### config.mk
export PLATFORM = sky130hd
export DESIGN_NAME = instr_fetch_reader
export DESIGN_NICKNAME = d
export VERILOG_FILES = /design/src/rtl/fetch_pkg.sv /design/src/rtl/fetch_fifo.sv /design/src/rtl/instr_fetch_reader.sv
export SDC_FILE = /design/constraint.sdc
export NUM_CORES = 1
export LEC_CHECK = 0
export ABC_AREA = 1
export CORE_UTILIZATION = 53
export CTS_BUF_LIST = sky130_fd_sc_hd__clkbuf_4 sky130_fd_sc_hd__clkbuf_8
export DETAILED_ROUTE_END_ITERATION = 7
export PLACE_DENSITY_LB_ADDON = 0.15
export SETUP_SLACK_MARGIN = 0.2
export SLEW_MARGIN = 20
export SYNTH_ARGS = -nofsm -noshare
export SYNTH_HDL_FRONTEND = slang
export SYNTH_HIERARCHICAL = 1
export SYNTH_SLANG_ARGS = --single-unit
### constraint.sdc
create_clock -name clk -period 3.7 [get_ports clk]
set_input_delay 0.74 -clock clk [delete_from_list [all_inputs] [get_ports clk]]
set_output_delay 0.74 -clock clk [all_outputs]
set_load 0.02 [all_outputs]
### src/rtl/fetch_pkg.sv
// Shared types and default widths for the instruction fetch reader.
package fetch_pkg;

  localparam int ADDR_W  = 8;
  localparam int INSTR_W = 32;
  localparam int PC_STEP = 4;

  typedef enum logic {
    RUN,
    DRAIN
  } state_t;

  typedef struct packed {
    logic [ADDR_W-1:0]  pc;
    logic [INSTR_W-1:0] instr;
  } fetch_entry_t;

endpackage

### src/rtl/fetch_fifo.sv
// Small synchronous FIFO of fetched {pc, instr} entries.
// Flush wins over push/pop; head reads as zero while empty.
module fetch_fifo
  import fetch_pkg::*;
#(
  parameter int  DEPTH   = 2,
  parameter type entry_t = fetch_entry_t
) (
  input  logic                   clk,
  input  logic                   reset,
  input  logic                   push,
  input  entry_t                 wdata,
  input  logic                   pop,
  input  logic                   flush,
  output entry_t                 rdata,
  output logic [$clog2(DEPTH):0] count,
  output logic                   empty,
  output logic                   full
);

  localparam int AW = $clog2(DEPTH);
  localparam int CW = AW + 1;

  entry_t         mem [DEPTH];
  logic [AW-1:0]  wptr;
  logic [AW-1:0]  rptr;

  assign empty = (count == '0);
  assign full  = (count == CW'(DEPTH));
  assign rdata = empty ? '0 : mem[rptr];

  always_ff @(posedge clk or posedge reset) begin
    if (reset) begin
      wptr  <= '0;
      rptr  <= '0;
      count <= '0;
    end else if (flush) begin
      wptr  <= '0;
      rptr  <= '0;
      count <= '0;
    end else begin
      if (push) wptr <= wptr + 1'b1;
      if (pop)  rptr <= rptr + 1'b1;
      count <= count + CW'(push) - CW'(pop);
    end
  end

  always_ff @(posedge clk) begin
    if (push && !flush) mem[wptr] <= wdata;
  end

endmodule

### src/rtl/instr_fetch_reader.sv
// Fetches instructions from the stored PC into a small output buffer.
// Optional macro FETCH_STATS_EN adds a saturating pop counter port.
module instr_fetch_reader #(
  parameter int ADDR_W     = fetch_pkg::ADDR_W,
  parameter int INSTR_W    = fetch_pkg::INSTR_W,
  parameter int FIFO_DEPTH = 2,
  parameter int PC_STEP    = fetch_pkg::PC_STEP
) (
  input  logic               clk,
  input  logic               reset,
  input  logic               redirect_valid,
  input  logic [ADDR_W-1:0]  redirect_pc,
  output logic               mem_req_valid,
  input  logic               mem_req_ready,
  output logic [ADDR_W-1:0]  mem_req_addr,
  input  logic               mem_rsp_valid,
  input  logic [INSTR_W-1:0] mem_rsp_data,
  output logic               out_valid,
  input  logic               out_ready,
  output logic [INSTR_W-1:0] out_instr,
`ifdef FETCH_STATS_EN
  output logic [ADDR_W-1:0]  out_pc,
  output logic [15:0]        fetch_count
`else
  output logic [ADDR_W-1:0]  out_pc
`endif
);

  import fetch_pkg::*;

  localparam int CW = $clog2(FIFO_DEPTH) + 1;

  typedef struct packed {
    logic [ADDR_W-1:0]  pc;
    logic [INSTR_W-1:0] instr;
  } entry_t;

  state_t            state_q;
  state_t            state_d;
  logic [ADDR_W-1:0] fetch_pc;
  logic [ADDR_W-1:0] rsp_pc;
  logic [CW-1:0]     outstanding;
  logic [CW-1:0]     outstanding_d;
  logic [CW-1:0]     drop_cnt;
  logic [CW-1:0]     drop_d;
  logic [CW-1:0]     fifo_count;
  logic [CW:0]       credit;
  logic              req_fire;
  logic              push_try;
  logic              push;
  logic              pop;
  logic              empty;
  logic              full;
  entry_t            wentry;
  entry_t            head;

  // Buffered plus in-flight words may never exceed the buffer size.
  assign credit = {1'b0, fifo_count} + {1'b0, outstanding};

  assign mem_req_valid = !reset
                       && (state_q == RUN)
                       && (credit < (CW+1)'(FIFO_DEPTH));
  assign mem_req_addr  = fetch_pc;
  assign req_fire      = mem_req_valid && mem_req_ready;

  assign out_valid = !empty;
  assign out_pc    = head.pc;
  assign out_instr = head.instr;

  assign pop      = out_valid && out_ready && !redirect_valid;
  assign push_try = mem_rsp_valid
                  && (drop_cnt == '0)
                  && !redirect_valid;
  assign push     = push_try && (!full || pop);

  assign wentry.pc    = rsp_pc;
  assign wentry.instr = mem_rsp_data;

  always_comb begin
    outstanding_d = outstanding
                  + CW'(req_fire)
                  - CW'(mem_rsp_valid);
    drop_d  = drop_cnt;
    state_d = state_q;
    if (redirect_valid) begin
      // Everything still in flight belongs to the old path.
      drop_d  = outstanding_d;
      state_d = (outstanding_d != '0) ? DRAIN : RUN;
    end else begin
      if (mem_rsp_valid && (drop_cnt != '0))
        drop_d = drop_cnt - 1'b1;
      if ((state_q == DRAIN) && (drop_d == '0))
        state_d = RUN;
    end
  end

  always_ff @(posedge clk or posedge reset) begin
    if (reset) begin
      state_q     <= RUN;
      fetch_pc    <= '0;
      rsp_pc      <= '0;
      outstanding <= '0;
      drop_cnt    <= '0;
    end else begin
      state_q     <= state_d;
      outstanding <= outstanding_d;
      drop_cnt    <= drop_d;
      if (redirect_valid) begin
        fetch_pc <= redirect_pc;
        rsp_pc   <= redirect_pc;
      end else begin
        if (req_fire)
          fetch_pc <= fetch_pc + ADDR_W'(PC_STEP);
        if (push)
          rsp_pc <= rsp_pc + ADDR_W'(PC_STEP);
      end
    end
  end

  fetch_fifo #(
    .DEPTH   (FIFO_DEPTH),
    .entry_t (entry_t)
  ) u_fifo (
    .clk   (clk),
    .reset (reset),
    .push  (push),
    .wdata (wentry),
    .pop   (pop),
    .flush (redirect_valid),
    .rdata (head),
    .count (fifo_count),
    .empty (empty),
    .full  (full)
  );

`ifdef FETCH_STATS_EN
  always_ff @(posedge clk or posedge reset) begin
    if (reset)
      fetch_count <= '0;
    else if (pop && (fetch_count != 16'hFFFF))
      fetch_count <= fetch_count + 16'd1;
  end
`endif

  a_no_overflow: assert property (
    @(posedge clk) disable iff (reset)
    !(push_try && full && !pop)
  );

endmodule

==> metrics, run 1 <==
Area growth, synth to finish 24.2%; Compound-Gate Fraction of Synth Area a little under a tenth; post-cts sizing count 0; grt met2 use between 30% and 40%; register area ~3000 sq um; Worst setup SP type flop; fin crit period between 3000 and 4000 ps; vias per inst a little over 5; postcts setup bufs 0; Tcrit/Tclk final a little over four fifths; Worst-Margin Slew 855 ps; final slew viol count 0; CTS Root Cell clkbuf_8; mux cell area share after synthesis 0%; CTS tree yes; Max Clock Freq 0.320 GHz; Adder-Cell Fraction of Synth Area under 10%; internal power around 2.1 mW; commonest non-fill, non-tap cell in the layout nand2_1; setup slack at placement about 900 ps; FF-to-FF path depth 14; footprint of the multi-input gates approximately 1400 sq um; CP Capture Type output port; wire per inst roughly 14 microns; crit path kind flop to output port; Vert. Die Dim between 90 and 100 microns; Net Switching 1.01 mW; chip width 96.6 microns; Finished Core Util between 60% and 70%; global-route layer with the greatest usage met2; Via Count 3178; placed inst area around 5700 sq um; Initial Utilization 54.6%; largest family of logic cells by synthesized area simple AND/OR/NAND/NOR gates; GRT Total Usage roughly a fifth; post-detail-place hpwl around 5.7 mm; Fill cells around 650; Reg2Reg Setup Slack 1290 ps; Synth Warn # 6; DR DRC count 0; clk buf depth 2; nets around 560; Sink Count approximately 110; H-tree Lvls 3; Placer Congestion just under 0.8; Req. time, crit path between 2000 and 3000 ps; cells after synthesis slightly above 400; global-route congestion overflow total 0; final WL ~8.6 mm; Avg Inst Size Synth about 12 sq um; DRT iter0 DRCs 104; status complete, no violations; Crit Reg-Reg Endpoint drop_cnt[1]; n_diodes 0; RSZ-0062 raised after global routing false; count of final hold-check violations 0; antenna viol nets, final 0; Inserted Clock Buffers 9; row count 34; met3 Use GR under 10%; met1 usage a little under a quarter; final setup TNS 0 ps; min-delay worst type flop to flop; Critical Path Fanout Max 4; Core Area 8680 sq um; I/O pin count between 90 and 100; Flop pwr share a little under half; reg2reg start u_fifo/count[0]; Final Setup Violations 0; largest net degree at the start of global routing 44; Post-Synth XOR/XNOR Area less than 1%; clock power share ~22%; Setup crit end mem_req_valid; Seq cells post-synth approximately 110; TritonRoute pass-1 iters 4; first-pass GRT wire length 13.7 mm; Layout Skew between 6 and 7 ps; worst skew pair latency about 360 ps; final setup margin a little under 600 ps; Rel. slew slack between 40% and 50%; Simple-Gate Fraction of Synth Area between 10% and 20%; Pleak ~2.2 nW; Port Buf Inserts between 90 and 100; initial antenna violation count 0; PD cells roughly 530 nW/um^2; maxcap violations 0; WP data arrival 2380 ps; combinational power share between 30 and 40%; layout cells sized above 1 around 16%; sequential area share after synthesis between 60% and 70%; commonest cells after routing, fill and taps aside nand2_1, clkdlybuf4s50_1, edfxtp_1; final instance area 5890 sq um; Post-CTS Hold Buffers 0; Sw Share around a third; Die ar. approximately 9300 sq um; hold path cells 2; synth unique cells 31; CP startpoint u_fifo/count[0]; Clock transition at path regs about 90 ps; synthesized cell area roughly 4700 sq um; Syn Nets 462; worst vdd ir approximately 0.33 mV; vias in the first global route about 3100
cell type report:
type	count	share of cell area, %
clock buffers	9	2.10
multi-input cells	258	24.0
repair buffers	101	16.9
inverters	29	2.06
well taps	108	2.29
flip-flops and latches	105	51.4
clock inverters	7	1.17
worst min path at each step:
stage,startpoint,endpoint
detailed placement,rsp_pc[1],u_fifo/mem[0][33]
floorplan,rsp_pc[0],u_fifo/mem[0][32]
global placement,rsp_pc[0],u_fifo/mem[0][32]
finish,mem_req_addr[1],mem_req_addr[1]
CTS,rsp_pc[1],u_fifo/mem[1][33]
global route,rsp_pc[1],u_fifo/mem[1][33]
metrics by stage:
stage	instances	total power [mW]	hold slack [ps]
after global routing	617	3.27	505
after global placement	601	2.41	452
final	617	3.10	483
after detailed placement	601	2.44	461
after floorplan	408	2.11	442
after CTS	617	3.13	486
sequential cells by signal, summed over array words and instances (netlist names):
register and flops:
drop_cnt 2, mem_req_addr 8, outstanding 2, rsp_pc 8, state_q 1, u_fifo/count 2
u_fifo/mem 80, u_fifo/rptr 1, u_fifo/wptr 1
per-layer routing:
| metal | up-vias | share of wire [%] |
|---|---|---|
| met5 | - | 0 |
| met4 | 0 | 1.7 |
| met3 | 15 | 4.3 |
| met2 | 84 | 51 |
| met1 | 1527 | 43 |
| li1 | 1552 | - |
cell families after synthesis:
group | Yosys count
AOI/OAI and AO/OA | 53
xor gates and xnor gates | 4
adders and majority gates | 8
buffers and inverters | 45
DFF | 105
and+or+nand+nor | 193
power by group through the flow:
| stage | logic (mW) | registers (mW) | clock network [mW] |
|---|---|---|---|
| finish | 0.941 | 1.46 | 0.694 |
| floorplan | 0.633 | 1.47 | 0 |
| detailed placement | 0.949 | 1.49 | 0 |
| CTS | 0.954 | 1.46 | 0.710 |
| global route | 1.03 | 1.48 | 0.758 |
| global placement | 0.926 | 1.48 | 0 |
cell usage after synthesis:
cell,number,share of area [%]
a21oi_1,2,0.21
a21oi_2,40,7.4
and2_1,1,0.13
buf_4,1,0.16
buf_6,11,2.6
buf_8,4,1.3
clkinv_4,1,0.18
dfrtp_1,25,13
edfxtp_1,80,51
fa_1,1,0.42
ha_1,7,1.8
inv_1,25,2.0
inv_2,2,0.16
inv_8,1,0.24
nand2_1,144,11
nand2_2,3,0.40
nand2_4,1,0.24
nand3_1,26,2.7
nand3_4,1,0.37
nand3b_1,1,0.16
nor2_1,9,0.71
nor2_2,2,0.26
nor2_4,4,0.95
nor4_1,1,0.13
o211ai_1,2,0.32
o21ai_0,6,0.63
o21ai_2,1,0.18
o21bai_1,1,0.16
o22ai_1,1,0.13
xnor2_1,3,0.55
xor2_1,1,0.18
critical path: stages, from the launching register on:
cell and delay, ps:
dfrtp_1 440, nand2_1 80, inv_1 40, fa_1 500
nor4_1 310, clkdlybuf4s50_1 660
Power figures use the tool's default switching activity.
==> inputs of run 2 (changes only) <==
==> constraint.sdc (replaced) <==
create_clock -name clk -period 2.9 [get_ports clk]
set_input_delay 0.58 -clock clk [delete_from_list [all_inputs] [get_ports clk]]
set_output_delay 0.58 -clock clk [all_outputs]
set_load 0.02 [all_outputs]
==> run 2 against run 1 <==
Clock skew is 1.8 ps higher. Register-to-register slack got worse by 750 ps. Hold slack improved by 1.2 ps. Combinational power grew 33%. Sequential share of layout area decreased by 0.87 points. Critical path depth fell by 1. Die area is the same. Via count grew 1.3%. Sequential power is 27% higher. Critical path type unchanged. Largest power group unchanged.
==> metrics, run 2 (same netlist as run 1, synthesis figures left out) <==
max FFs per register 80 (unchanged); Tcrit/Tclk final ~89%; n_diodes 0 (unchanged); Biggest register u_fifo/mem; global-route congestion overflow total 0 (unchanged); maxcap violations 0 (unchanged); final setup TNS 0 ps (unchanged); Sw Share 32.5% (-0.19 points); antenna viol nets, final 0 (unchanged); I/O pin count 96 (unchanged); nets 559 (+0.18%); placed cell count 600 (-0.17%); layout cells sized above 1 16.3% (+0.56 points); commonest cells after routing, fill and taps aside nand2_1, clkdlybuf4s50_1, edfxtp_1; Net Switching 1.34 mW (+33%); Layout Skew 8.72 ps (+1.84 ps); total power draw 4.13 mW (+33%); Reg2Reg Setup Slack 540 ps (-750 ps); final instance area 6000 sq um (+1.8%); status complete, no violations; Req. time, crit path 2320 ps (-640 ps); Worst-Margin Slew 838 ps (-17.1 ps); CTS tree yes; Hold EP mem_req_addr[1]; Flop pwr share 44.8% (-2.4 points); min-delay worst type flop to flop; first-pass GRT wire length 14.4 mm (+5.1%); FF-to-FF path depth 14 (unchanged); Worst setup SP type flop; crit path kind flop to output port; initial antenna violation count 0 (unchanged); Core Area 8680 sq um (unchanged); commonest non-fill, non-tap cell in the layout nand2_1; Vert. Die Dim 96.6 microns (unchanged); Pleak 2.30 nW (+3.4%); Clock transition at path regs 100 ps (about the same); fin crit period around 2600 ps; chip width 96.6 microns (unchanged); Initial Utilization 54.6% (unchanged); CP Capture Type output port; worst vdd ir 0.460 mV (+39%); worst hold margin 484 ps (+1.21 ps); Final Setup Violations 0 (unchanged); final WL 9.15 mm (+6.6%); Critical Path Fanout Max 40 (+36); Die ar. 9330 sq um (unchanged); largest net degree at the start of global routing 41 (-6.8%); post-detail-place hpwl 6.06 mm (+5.5%); Sink Count 105 (unchanged); Via Count 3218 (+1.3%); hold path cells 2 (unchanged); count of final hold-check violations 0 (unchanged); row count 34 (unchanged); wire per inst 14.8 microns (+6.4%); TritonRoute pass-1 iters 5 (+1); reg2reg start u_fifo/count[0]; clk buf depth 2 (unchanged); RSZ-0062 raised after global routing false; H-tree Lvls 3 (unchanged); WP data arrival 1990 ps (-390 ps); vias per inst 5.21 (+1.1%); worst skew pair latency 360 ps (about the same); vias in the first global route 3098 (+1.4%); Post-CTS Hold Buffers 0 (unchanged); combinational power share 30.2% (-0.2 points); GRT Total Usage 20.9% (+1.1 points); PD cells 689 nW/um^2 (+31%); Rel. slew slack 44.1% (+1.1 points); CTS Root Cell clkbuf_8; Placer Congestion 0.772 (-2.1%); DRT iter0 DRCs 97 (-6.7%); Worst Min Path Start mem_req_addr[1]; Port Buf Inserts 95 (unchanged); final slew viol count 0 (unchanged); internal power 2.79 mW (+34%); Area growth, synth to finish 26.5%; Crit Reg-Reg Endpoint drop_cnt[1]; Inserted Clock Buffers 9 (unchanged); DR DRC count 0 (unchanged); placed inst area 5740 sq um (+0.75%); clock power share 24.9% (+2.5 points); Max Clock Freq 0.389 GHz; non-filler cells, final 618 (+0.16%)
-- run 2: cell types whose count changed in the layout (fill, tap and decap cells not counted), sizes merged --
cell           previous run  this run
dlymetal6s2s              0         2
clkinv                    4         2
bufinv                    1         2
inv                      30        31
clkbuf                    9        10
buf                       6         7
clkdlybuf4s50            95        92
-- run 2: cell type report --
cell class | count | area [sq um]
Sequential cell | 105 | 3030
Inverter | 29 | 126
Timing Repair Buffer | 102 | 1050
Fill cell | 673 | 2680
Tap cell | 108 | 135
Clock inverter | 7 | 110
Clock buffer | 9 | 124
Multi-Input combinational cell | 258 | 1420
-- run 2: worst max-delay path, stage by stage (launching register included) --
cell             delay [ps]
dfrtp_4                 570
inv_12                  190
nand2_1                  90
a21oi_2                 140
clkdlybuf4s50_1         640
-- run 2: power groups by stage --
stage,sequential (mW),combinational [mW],clock [mW]
floorplan,1.88,0.809,0
global placement,1.88,1.22,0
detailed placement,1.89,1.25,0
CTS,1.85,1.26,1.05
global route,1.87,1.37,1.11
finish,1.85,1.25,1.03
-- run 2: per-layer routing --
| layer | global-route usage, % | routed length, microns | share of wire (%) | vias to the layer above |
|---|---|---|---|---|
| met3 | 4.07 | 465 | 5.1 | 11 |
| met2 | 37.1 | 4790 | 52 | 83 |
| met5 | 0 | 0 | 0 | - |
| li1 | - | - | - | 1564 |
| met1 | 25.6 | 3800 | 42 | 1560 |
| met4 | 6.62 | 95 | 1.0 | 0 |
-- run 2: stage by stage --
step	setup slack [ps]	utilization, %
finish	327	69.1
global route	235	69.1
CTS	179	69.0
detailed placement	282	66.1
global placement	317	66.1
floorplan	179	-
-- run 2: worst max path at each step --
stage	end	cells after the start	from
6_report	out_instr[9]	4	u_fifo/rptr
5_1_grt	out_instr[9]	4	u_fifo/rptr
4_1_cts	mem_req_valid	5	u_fifo/count[0]
3_5_place_dp	mem_req_valid	5	u_fifo/count[0]
3_3_place_gp	mem_req_valid	5	u_fifo/count[0]
2_1_floorplan	u_fifo/mem[0][0]	9	u_fifo/count[1]
-- run 2: timing repair --
| action | CTS | global route |
|---|---|---|
| hold endpoints to repair | 0 | 0 |
| resized for setup | 5 | 3 |
| setup endpoints to repair | 39 | 6 |
| buffers inserted | 1 | 1 |
==> inputs of run 3 (changes only) <==
--- a/config.mk
+++ b/config.mk
@@ -16,3 +16,4 @@
 export SYNTH_HDL_FRONTEND = slang
 export SYNTH_HIERARCHICAL = 1
 export SYNTH_SLANG_ARGS = --single-unit
+export TNS_END_PERCENT = 100
==> results of run 3 <==
No change in the layout: final DEF, timing and power equal those of run 2.
